--- src/rtl/pdp_pkg.sv ---
// Shared definitions for the pseudo-dual-port EBR wrapper blocks (read and write side).
package pdp_pkg;

    typedef enum logic [1:0] {
        IDLE  = 2'd0,
        RUN   = 2'd1,
        DRAIN = 2'd2
    } pdp_state_t;

    localparam int PDP_FIFO_DEPTH = 4;

    // Read latency implied by each EBR REGMODE setting.
    localparam int PDP_LAT_NOREG  = 1;
    localparam int PDP_LAT_OUTREG = 2;

    function automatic int regmode_latency(input string regmode);
        return (regmode == "OUTREG") ? PDP_LAT_OUTREG : PDP_LAT_NOREG;
    endfunction

endpackage

--- src/rtl/pdp_rd_fifo.sv ---
// Small output FIFO for the read streamer; depth fixed by the package, no overflow
// protection because the caller only pushes against reserved credit.
module pdp_rd_fifo
    import pdp_pkg::*;
#(
    parameter int WIDTH = 10
) (
    input  logic                                    clk,
    input  logic                                    rst,
    input  logic                                    push,
    input  logic [WIDTH-1:0]                        din,
    input  logic                                    pop,
    output logic [WIDTH-1:0]                        dout,
    output logic                                    empty,
    output logic [$clog2(PDP_FIFO_DEPTH+1)-1:0]     count
);
    localparam int PW = $clog2(PDP_FIFO_DEPTH);
    localparam int CW = $clog2(PDP_FIFO_DEPTH + 1);

    logic [WIDTH-1:0] mem [PDP_FIFO_DEPTH];
    logic [PW-1:0]    wr_ptr, rd_ptr;

    always_ff @(posedge clk or posedge rst) begin
        if (rst) begin
            wr_ptr <= '0;
            rd_ptr <= '0;
            count  <= '0;
        end else begin
            if (push) wr_ptr <= wr_ptr + PW'(1);
            if (pop)  rd_ptr <= rd_ptr + PW'(1);
            count <= count + CW'(push) - CW'(pop);
        end
    end

    always_ff @(posedge clk) begin
        if (push) mem[wr_ptr] <= din;
    end

    assign dout  = mem[rd_ptr];
    assign empty = (count == '0);

endmodule

--- src/rtl/pdp_rd_stream.sv ---
// Sequential read engine for a pseudo-dual-port EBR: turns (addr, len) commands into
// RAM reads and returns the words as a valid/ready stream with a last marker.
module pdp_rd_stream
    import pdp_pkg::*;
#(
    parameter int ADDR_WIDTH = 10,
    parameter int DATA_WIDTH = 9,
    parameter int RD_LATENCY = 1,
    parameter int LEN_WIDTH  = 11
) (
    input  logic                  CLKR,
    input  logic                  RST,
    input  logic                  CMD_VALID,
    output logic                  CMD_READY,
    input  logic [ADDR_WIDTH-1:0] CMD_ADDR,
    input  logic [LEN_WIDTH-1:0]  CMD_LEN,
    output logic [ADDR_WIDTH-1:0] ADR,
    output logic                  CER,
    output logic                  OCER,
    input  logic [DATA_WIDTH-1:0] DO,
    output logic                  M_VALID,
    input  logic                  M_READY,
    output logic [DATA_WIDTH-1:0] M_DATA,
    output logic                  M_LAST,
    output logic                  BUSY,
    output logic                  DONE
);
    localparam int CW = $clog2(PDP_FIFO_DEPTH + 1);

    if (RD_LATENCY != PDP_LAT_NOREG && RD_LATENCY != PDP_LAT_OUTREG) begin : g_bad_latency
        $error("pdp_rd_stream: RD_LATENCY must be 1 (NOREG) or 2 (OUTREG)");
    end

    pdp_state_t            state;
    logic [ADDR_WIDTH-1:0] addr_cnt;
    logic [LEN_WIDTH-1:0]  remaining;
    logic [RD_LATENCY:1]   vld_pipe, last_pipe;
    logic [CW-1:0]         fifo_count, inflight;
    logic [DATA_WIDTH:0]   fifo_dout;
    logic                  fifo_empty, issue, pop;

    always_comb begin
        inflight = '0;
        for (int i = 1; i <= RD_LATENCY; i++) inflight = inflight + CW'(vld_pipe[i]);
    end

    // Every read reserves a FIFO slot at issue, so the latency pipe never has to stall.
    assign issue = (state == RUN) && (remaining != '0) &&
                   ((fifo_count + inflight) < CW'(PDP_FIFO_DEPTH));
    assign pop   = M_VALID && M_READY;

    assign CMD_READY = (state == IDLE);
    assign BUSY      = (state != IDLE);
    assign CER       = issue;
    assign ADR       = addr_cnt;
    assign OCER      = (RD_LATENCY == PDP_LAT_OUTREG) ? vld_pipe[1] : 1'b0;
    assign M_VALID   = !fifo_empty;
    assign M_DATA    = fifo_dout[DATA_WIDTH-1:0];
    assign M_LAST    = fifo_dout[DATA_WIDTH] && M_VALID;

    always_ff @(posedge CLKR or posedge RST) begin
        if (RST) begin
            vld_pipe  <= '0;
            last_pipe <= '0;
        end else begin
            vld_pipe[1]  <= issue;
            last_pipe[1] <= issue && (remaining == LEN_WIDTH'(1));
            for (int i = 2; i <= RD_LATENCY; i++) begin
                vld_pipe[i]  <= vld_pipe[i-1];
                last_pipe[i] <= last_pipe[i-1];
            end
        end
    end

    always_ff @(posedge CLKR or posedge RST) begin
        if (RST) begin
            state     <= IDLE;
            addr_cnt  <= '0;
            remaining <= '0;
            DONE      <= 1'b0;
        end else begin
            DONE <= 1'b0;
            unique case (state)
                IDLE: if (CMD_VALID) begin
                    addr_cnt  <= CMD_ADDR;
                    remaining <= CMD_LEN;
                    if (CMD_LEN != '0) state <= RUN;
                    else               DONE  <= 1'b1;
                end
                RUN: if (issue) begin
                    addr_cnt  <= addr_cnt + ADDR_WIDTH'(1);
                    remaining <= remaining - LEN_WIDTH'(1);
                    if (remaining == LEN_WIDTH'(1)) state <= DRAIN;
                end
                DRAIN: if (pop && M_LAST) begin
                    state <= IDLE;
                    DONE  <= 1'b1;
                end
                default: state <= IDLE;
            endcase
        end
    end

    pdp_rd_fifo #(.WIDTH(DATA_WIDTH + 1)) u_fifo (
        .clk   (CLKR),
        .rst   (RST),
        .push  (vld_pipe[RD_LATENCY]),
        .din   ({last_pipe[RD_LATENCY], DO}),
        .pop   (pop),
        .dout  (fifo_dout),
        .empty (fifo_empty),
        .count (fifo_count)
    );

endmodule

--- config.mk ---
export PLATFORM = sky130hd
export DESIGN_NAME = pdp_rd_stream
export DESIGN_NICKNAME = d
export VERILOG_FILES = /design/src/rtl/pdp_pkg.sv /design/src/rtl/pdp_rd_fifo.sv /design/src/rtl/pdp_rd_stream.sv
export SDC_FILE = /design/constraint.sdc
export NUM_CORES = 1
export LEC_CHECK = 0
export CORE_MARGIN = 3
export CORE_UTILIZATION = 53
export CTS_CLUSTER_DIAMETER = 80
export DETAILED_ROUTE_END_ITERATION = 10
export HOLD_SLACK_MARGIN = 0.05
export PLACE_DENSITY = 0.87
export SLEW_MARGIN = 20
export SYNTH_ARGS = -nofsm -noshare
export SYNTH_HDL_FRONTEND = slang
export SYNTH_SLANG_ARGS = --single-unit
--- constraint.sdc ---
create_clock -name CLKR -period 2 [get_ports CLKR]
set_input_delay 0.4 -clock CLKR [delete_from_list [all_inputs] [get_ports CLKR]]
set_output_delay 0.4 -clock CLKR [all_outputs]
set_load 0.005 [all_outputs]
==> impl_metrics.ini <==
[critical_path]
cp.arrival_ps = 1650
worstPathRequired_ps = 1600
slowest_delay_ps = 470
cp_slowest_cell = mux4_2
path_max_fanout = 3
crit_path_start_kind = register
endpoint_kind = output pin
crit_path_frequent_cell = buf_6
path_cells = buf_6 -> buf_6 -> buf_6 -> mux4_2 -> buf_2
crit_type = reg2out

[clock_tree]
htreeDepth = 3
clk_latency_ps = 340
postCtsHoldBufs = 0
cts_buffers = 9
cts_tree = done
clock_sink_count = 73
cts.clk_slew.worst_paths_ps = 70
cts_root_buf = clkbuf_8
cts_buffer_depth = 2

[floorplanning]
top_level_ports = 60
initial_core_util_pct = 55.7
rows = 29
die_y_um = 88.6
die_w_um = 88.6
die_area_mm2 = 0.00785
coreArea_mm2 = 0.00649

[place]
place_ws_ps = -80.8
dpl.hpwl_mm = 6.04
gp_congestion = 0.898
place_inst = 430
numPortBuffers = 58

[timing]
slew_headroom_pct = 61.8
skew_ps = 12.1
fin_crit_ps = 2050
slew_viol_final = 0
rsz0062_at_grt = yes
timing_hold_violations_final = 0
worst_pin_slew_ps = 574
fin_crit_sh_pct = 102
setup_viol = 9
fmax_mhz = 488
setup_slack_ps = -47.7

[logic_synthesis]
syn_nets = 329
synth_top_area_share_pct = 33.2
synth_most_common_cell = edfxtp_1
synth_top_area_cell = edfxtp_1
synth-edff-count = 40
ys_warn_count = 0
ys_ff_latch = 73
yosys_most_used_dff = edfxtp_1
syn_area_per_cell_um2 = 12.8
async_flop_share_pct = 45.2
syn_area_mm2 = 0.00362
synth_cells = 283
synth_cell_type_count = 60
ys_seq_area_share_pct = 56.1
ys_top_cells_by_area = edfxtp_1, dfrtp_1, mux4_2
synthTopCellsByCount = edfxtp_1, dfrtp_1, a21oi_1, inv_1

[final_layout]
area_growth_pct = 31.9
nNetsFinal = 424
instances_no_fill = 460
final.fill_count = 387
multi_input_area_mm2 = 0.00152
seq_area_mm2 = 0.00203
diodes = 0
drive_gt1_share_pct = 28.7

[flow_run]
maxCapViolCount = 0

[global_routing]
grt_util_all_layers_pct = 25.1
grt_pass1_wl_mm = 14.7
first_global_vias = 2948
grt_max_degree = 34
antenna_found_initial = 0
grt-ovfl-total = 0

[power]
irDropWorstVdd_uv = 834
p_per_area_mw_per_mm2 = 1520
p_leak_uw = 0.00188
power_uw = 7250

[outcome]
outcome = complete, but fails checks
violations = setup timing

[route]
vias = 2934
drc = 0
ant_nets = 0
via_per_inst = 6.38
dr.pass1.iters = 5
wirelength_mm = 9.46
wl_per_cell_um = 20.6
detail_route.iter0.violations = 254

[worst_hold_path]
min_path_type = in2async
## sequential cells by signal, summed over array words and instances (netlist names)
register       flops
u_fifo.mem        40
remaining         11
DONE               1
u_fifo.rd_ptr      2
vld_pipe           1
u_fifo.count       3
u_fifo.wr_ptr      2
ADR               10
state              2
last_pipe          1
## power by group
part           internal, uW  switching [uW]  total (uW)
Combinational          1920            1760        3690
Clock                   455             553        1010
Sequential             2130             427        2560
## cell usage in the layout, fill, tap and decap left out, types with 4 or more instances in the layout
master           instances
nor2_1                  12
clkbuf_8                 9
a31oi_1                  8
buf_4                   33
ha_1                     9
inv_1                   13
mux4_2                  10
nor4_1                   6
o31ai_1                  4
o21ai_0                  6
nand2_1                 13
clkdlybuf4s50_1         46
buf_2                    9
and2_1                   6
edfxtp_1                40
buf_6                   11
o2bb2ai_1                9
dfrtp_1                 31
nor3_1                   7
a21oi_1                 14
nand3_1                 12
## cell families after synthesis
kind of cell	Yosys count	share of synthesized area (%)
xor+xnor	5	1.21
flops	73	56.1
fa+ha+maj	12	4.15
other cells	1	0.104
buf+inv	31	4.53
mux	10	6.23
compound gates	67	13.5
simple gates	84	14.2
## worst max-delay path, delay by kind of cell, from the launching register on
| kind | cells | cell delay, ps |
|---|---|---|
| buf+inv | 4 | 450 |
| flops | 1 | 390 |
| mux | 1 | 470 |
## per-stage QoR
step	utilization, %	setup TNS [ps]	area, um^2	hold WS [ps]
floorplan	-	0	3620	455
global placement	68.0	-81.8	4410	487
detailed placement	68.0	-769	4410	503
CTS	72.1	-311	4680	453
global route	73.5	-740	4770	484
finish	73.5	-291	4770	450
## cell type report
cell class	count	share of cell area, %
Clock buffer	10	2.68
Clock inverter	6	0.892
Inverter	14	1.10
Multi-Input combinational cell	179	31.8
Sequential cell	73	42.5
Tap cell	77	2.02
Timing Repair Buffer	101	19.0
## path summary, 6_finish.rpt
| path | slack, ps | endpoint | start | depth (start not counted) |
|---|---|---|---|---|
| max | -50 | M_DATA[1] | u_fifo.rd_ptr[0]$_DFFE_PP0P_ | 5 |
| max reg2reg | -20 | ADR[9]$_DFFE_PP0P_ | remaining[1]$_DFFE_PP0P_ | 8 |
| min reg2reg | 520 | u_fifo.mem[1][9]$_DFFE_PP_ | last_pipe$_DFF_PP0_ | 0 |
| min in group CLKR | 520 | u_fifo.mem[1][9]$_DFFE_PP_ | last_pipe$_DFF_PP0_ | 0 |
| min | 450 | u_fifo.wr_ptr[1]$_DFFE_PP0P_ | RST | 3 |
| max in group asynchronous | 1220 | remaining[10]$_DFFE_PP0P_ | RST | 3 |
## metal layers
layer  GRT usage [%]  up-vias  part of all wire, %
met4            13.0        0                  5.3
met5               0        -                    0
li1                -     1276                    -
met3            4.84       52                  6.7
met1            31.7     1421                   39
met2            41.3      185                   49
## what timing repair did
item | CTS | global route
endpoints found under the setup margin | 12 | 31
gates resized for setup | 62 | 14
buffers inserted | 11 | 3
pin swaps | 5 | 5
cloned | 0 | 1
Note: power is estimated with default switching activity, not from simulation.
